==> src/rtl/traffic_request_conditioner.sv <==
// Request front-end for the 4-way traffic controller: synchronises and debounces the raw
// request inputs, latches accepted presses until served, and counts accepted presses.
module traffic_request_conditioner #(
  parameter int unsigned      CNT_W           = 24,
  parameter logic [CNT_W-1:0] DEBOUNCE_CYCLES = 24'd100_000
) (
  input  logic       clk,
  input  logic       rst_n,
  input  logic       ena,
  input  logic [3:0] btn_in,
  input  logic       serve_valid,
  input  logic [1:0] serve_dir,
  output logic [3:0] req_out,
  output logic [3:0] req_pulse,
  output logic [3:0] db_state,
  output logic [7:0] event_count
);

  localparam logic [CNT_W-1:0] CntMax = DEBOUNCE_CYCLES - CNT_W'(1);

  logic [3:0]       sync1_q, sync2_q;
  logic [CNT_W-1:0] cnt_q [4];
  logic [CNT_W-1:0] cnt_d [4];
  logic [3:0]       db_q, db_d;
  logic [3:0]       req_q, req_d;
  logic [3:0]       pulse_q, pulse_d;
  logic [7:0]       ev_q, ev_d;
  logic [3:0]       rise;
  logic [2:0]       n_rise;
  logic [8:0]       ev_sum;

  // Synchroniser keeps running while the block is frozen.
  always_ff @(posedge clk or negedge rst_n) begin
    if (!rst_n) begin
      sync1_q <= '0;
      sync2_q <= '0;
    end else begin
      sync1_q <= btn_in;
      sync2_q <= sync1_q;
    end
  end

  always_comb begin
    cnt_d   = cnt_q;
    db_d    = db_q;
    req_d   = req_q;
    ev_d    = ev_q;
    rise    = '0;
    n_rise  = '0;
    ev_sum  = {1'b0, ev_q};
    if (ena) begin
      for (int i = 0; i < 4; i++) begin
        if (sync2_q[i] == db_q[i]) begin
          cnt_d[i] = '0;
        end else if (cnt_q[i] == CntMax) begin
          cnt_d[i] = '0;
          db_d[i]  = sync2_q[i];
          rise[i]  = sync2_q[i];
        end else begin
          cnt_d[i] = cnt_q[i] + CNT_W'(1);
        end
      end
      if (serve_valid) begin
        req_d[serve_dir] = 1'b0;
      end
      // A press committing on the serve edge is a fresh request, so set beats clear.
      req_d = req_d | rise;
      for (int i = 0; i < 4; i++) begin
        n_rise = n_rise + {2'b00, rise[i]};
      end
      ev_sum = {1'b0, ev_q} + {6'b000000, n_rise};
      ev_d   = ev_sum[8] ? 8'hFF : ev_sum[7:0];
    end
    pulse_d = rise;
  end

  always_ff @(posedge clk or negedge rst_n) begin
    if (!rst_n) begin
      for (int i = 0; i < 4; i++) begin
        cnt_q[i] <= '0;
      end
      db_q    <= '0;
      req_q   <= '0;
      pulse_q <= '0;
      ev_q    <= '0;
    end else begin
      for (int i = 0; i < 4; i++) begin
        cnt_q[i] <= cnt_d[i];
      end
      db_q    <= db_d;
      req_q   <= req_d;
      pulse_q <= pulse_d;
      ev_q    <= ev_d;
    end
  end

  assign req_out     = req_q;
  assign req_pulse   = pulse_q;
  assign db_state    = db_q;
  assign event_count = ev_q;

endmodule

==> config.mk <==
export PLATFORM = sky130hd
export DESIGN_NAME = traffic_request_conditioner
export DESIGN_NICKNAME = d
export VERILOG_FILES = /design/src/rtl/traffic_request_conditioner.sv
export SDC_FILE = /design/constraint.sdc
export NUM_CORES = 1
export LEC_CHECK = 0
export CAP_MARGIN = 20
export CORE_ASPECT_RATIO = 1.1
export CORE_MARGIN = 10
export CORE_UTILIZATION = 62
export CTS_CLUSTER_SIZE = 12
export DETAILED_ROUTE_END_ITERATION = 7
export DONT_BUFFER_PORTS = 1
export GPL_ROUTABILITY_DRIVEN = 0
export GPL_TIMING_DRIVEN = 1
export PLACE_DENSITY = 0.9
export RECOVER_POWER = 100
export SETUP_SLACK_MARGIN = 0.5
export SLEW_MARGIN = 20
export SYNTH_ARGS = -nofsm -noshare
export SYNTH_HDL_FRONTEND = slang
export SYNTH_SLANG_ARGS = --single-unit
==> constraint.sdc <==
create_clock -name clk -period 8.8 [get_ports clk]
set_input_delay 0.88 -clock clk [delete_from_list [all_inputs] [get_ports clk]]
set_output_delay 0.88 -clock clk [all_outputs]
set_load 0.01 [all_outputs]
==> results.sh <==
export IMPL_outcome="complete, no violations"
export IMPL_fp_dieH_um=128
export IMPL_combPwrFrac_pct=4.0
export IMPL_synth_cell_types=53
export IMPL_p_int_mw=1.06
export IMPL_synth_largest_area_cell="dfrtp_1"
export IMPL_hold_buffers=0
export IMPL_synthesis_nets=739
export IMPL_pwr_share_seq_pct=44.8
export IMPL_finClkSkew_ns=0.00961
export IMPL_crit_required_ns=9.15
export IMPL_cts_tree="built"
export IMPL_final_setup_tns_ns=0
export IMPL_wl_per_cell_um=18.2
export IMPL_synth_edf_count=0
export IMPL_synth_ff_type="dfrtp_1"
export IMPL_clkTransAtPathRegs_ns=0.06
export IMPL_remaining_drc_errors=0
export IMPL_switching_power_mw=0.317
export IMPL_clock_sinks=124
export IMPL_cts_resized=0
export IMPL_endpoint_kind="register"
export IMPL_area_growth_pct=9.68
export IMPL_rsz0062_at_grt="no"
export IMPL_final_net_count=728
export IMPL_start_util_pct=63.5
export IMPL_worstPathArrival_ns=4.16
export IMPL_drv_slew=0
export IMPL_grt_max_degree=125
export IMPL_hpwl_um=9740
export IMPL_dieArea_um2=15200
export IMPL_grt_pass1_vias=5485
export IMPL_start_kind="register"
export IMPL_p_leak_nw=3.02
export IMPL_grt_pass1_wl_um=26400
export IMPL_viasPerCell=6.83
export IMPL_slew_headroom_pct=4.11
export IMPL_synth_area_leaders="dfrtp_1 47%, a31oi_1 5.1%, nand3_1 4.8%, nand2_1 4.2%, a21oi_1 3.5%"
export IMPL_core_um2=10400
export IMPL_swShare_pct=23.0
export IMPL_globalRouteTotalUtil_pct=20.6
export IMPL_num_rows=39
export IMPL_cts_path_max_buffers=2
export IMPL_syn_area_um2=6630
export IMPL_cp_max_fo=7
export IMPL_finalSetupViolCount=0
export IMPL_root_buffer="clkbuf_16"
export IMPL_io_pins=30
export IMPL_worstSetupPathType="reg -> reg"
export IMPL_ys_seq_area_share_pct=46.8
export IMPL_fin_total_pwr_mw=1.38
export IMPL_synth_avg_cell_area_um2=9.20
export IMPL_fmax_mhz=263
export IMPL_antenna_found_initial=0
export IMPL_cts_buffers_inserted=17
export IMPL_overflow=0
export IMPL_drive_gt1_share_pct=6.36
export IMPL_h_tree_depth=4
export IMPL_finalCritPeriodShare_pct=43.2
export IMPL_yosys_warnings=0
export IMPL_die_width_um=119
export IMPL_syn_inst=721
export IMPL_async_flop_share_pct=100
export IMPL_yosys_top_cells_count="124 x dfrtp_1, 74 x nand2_1, 64 x nand3_1, 54 x a31oi_1, 46 x a21oi_1"
export IMPL_peakVddDrop_mv=0.135
export IMPL_worst_skew_pair_late_latency_ns=0.43
export IMPL_clockPowerShare_pct=51.2
export IMPL_wirelength_um=15700
export IMPL_via_count=5913
export IMPL_firstDrtPassIters=8
export IMPL_min_path_type="in -> async"
export IMPL_diodes=0
export IMPL_yosys_register_bits=124
export IMPL_drv_cap=0
export IMPL_drtIter0Drc=762
export IMPL_hold_viol_final=0
export IMPL_min_period_ns=3.81
export IMPL_post_cts_repair_setup_buffers=0
export IMPL_worst_pin_slew_ns=1.44
export IMPL_ant_nets=0
export IMPL_power_density_nw_per_um2=190
export IMPL_port_buffer_count=0
export IMPL_synth_top_cell_area_share_pct=46.8
export IMPL_synth_most_common_cell="dfrtp_1"
kinds of logic (layout without fill, tap and decap cells):
kind of cell             after synthesis  count (layout)  share of synthesized area (%)
flip-flops                           124             124                           46.8
XOR/XNOR                              23              23                           3.04
adder cells (fa/ha/maj)                8               8                           1.74
AO/OA/AOI/OAI                        188             188                           18.0
multiplexers                          15              15                           2.36
AND/OR/NAND/NOR                      307             307                           24.6
buffers and inverters                 56              58                           3.55
flip-flops by register name, indices dropped and copies added (netlist names):
| register | cells |
|---|---|
| req_out | 4 |
| cnt_q | 96 |
| sync1_q | 4 |
| req_pulse | 4 |
| db_state | 4 |
| event_count | 8 |
| sync2_q | 4 |
worst max-delay path: stages, from the launching register on:
cell     delay [ns]
dfrtp_1        0.44
or4_1          0.52
nor4_1         0.69
nand3_1        0.14
nor2_1         0.19
xor2_1         0.09
ha_1           0.28
inv_1          0.04
fa_1           0.38
inv_1          0.09
fa_1           0.22
nand3_1        0.10
nor2_1         0.22
nand3_1        0.22
o21ai_0        0.13
path summary, 6_finish.rpt:
| kind | start | end | slack [ns] | depth (start not counted) |
|---|---|---|---|---|
| max | cnt_q[19]$_DFFE_PN0P_ | event_count[2]$_DFFE_PN0P_ | 4.99 | 14 |
| min | rst_n | cnt_q[60]$_DFFE_PN0P_ | 0.15 | 0 |
| max reg2reg | cnt_q[19]$_DFFE_PN0P_ | event_count[2]$_DFFE_PN0P_ | 4.99 | 14 |
| min reg2reg | sync1_q[3]$_DFF_PN0_ | sync2_q[3]$_DFF_PN0_ | 0.34 | 0 |
| max in group asynchronous | rst_n | cnt_q[18]$_DFFE_PN0P_ | 8.50 | 0 |
| min in group clk | sync1_q[3]$_DFF_PN0_ | sync2_q[3]$_DFF_PN0_ | 0.34 | 0 |
layout by cell type (no fill, tap or decap), types with 3 or more instances in the layout:
| cell | count |
|---|---|
| or3_1 | 13 |
| xnor2_1 | 12 |
| dfrtp_1 | 124 |
| inv_1 | 22 |
| bufinv_16 | 3 |
| o21ai_0 | 38 |
| a31oi_1 | 53 |
| a21oi_1 | 46 |
| nor3_1 | 17 |
| nand3b_1 | 3 |
| a21o_1 | 3 |
| nand3_1 | 64 |
| o211ai_1 | 4 |
| nand2b_1 | 13 |
| clkbuf_1 | 5 |
| o31a_1 | 3 |
| nand4_1 | 29 |
| a21bo_2 | 3 |
| and4_1 | 5 |
| a41oi_1 | 6 |
| xor2_1 | 11 |
| and3_1 | 10 |
| clkbuf_16 | 17 |
| or2_2 | 3 |
| mux2i_1 | 10 |
| mux2_2 | 5 |
| clkinv_2 | 4 |
| and2_1 | 5 |
| nor2b_1 | 4 |
| nor4_1 | 16 |
| or4_1 | 11 |
| a22o_1 | 22 |
| ha_1 | 6 |
| nor2_1 | 30 |
| nand2_1 | 74 |
through the flow:
step | util [%] | worst slack (ns) | cells | instance area [um^2] | hold WS (ns)
2_1_floorplan | - | 5.54 | 721 | 6630 | 0.331
3_3_place_gp | 64.1 | 5.34 | 834 | 6700 | 0.340
3_5_place_dp | 64.1 | 5.18 | 834 | 6700 | 0.339
4_1_cts | 69.8 | 5.17 | 866 | 7290 | 0.144
5_1_grt | 69.7 | 4.59 | 866 | 7270 | 0.140
6_report | 69.7 | 4.99 | 866 | 7270 | 0.148
power by group through the flow:
| stage | clock, mW | sequential (mW) | combinational (mW) |
|---|---|---|---|
| 6_report | 0.706 | 0.617 | 0.0556 |
| 5_1_grt | 0.740 | 0.620 | 0.0631 |
| 4_1_cts | 0.712 | 0.616 | 0.0558 |
| 3_5_place_dp | 0 | 0.626 | 0.0546 |
| 3_3_place_gp | 0 | 0.623 | 0.0514 |
| 2_1_floorplan | 0 | 0.612 | 0.0579 |
layer usage:
layer	track usage [%]	wire length, um	part of all wire (%)	vias to the layer above
li1	-	-	-	2684
met1	25.3	6560	42	2934
met2	34.3	7850	50	270
met3	5.34	1050	6.7	25
met4	7.84	277	1.8	0
met5	0	0	0	-
area by class of cell:
| cell class | instances | area [um^2] |
|---|---|---|
| timing repair buffer | 4 | 22.5 |
| clock inverter | 11 | 143 |
| multi-input combinational | 541 | 3290 |
| sequential | 124 | 3100 |
| clock buffer | 21 | 450 |
| fill | 757 | 3170 |
| tap | 143 | 179 |
| inverter | 22 | 82.6 |
(Power assumes the default switching activity.)
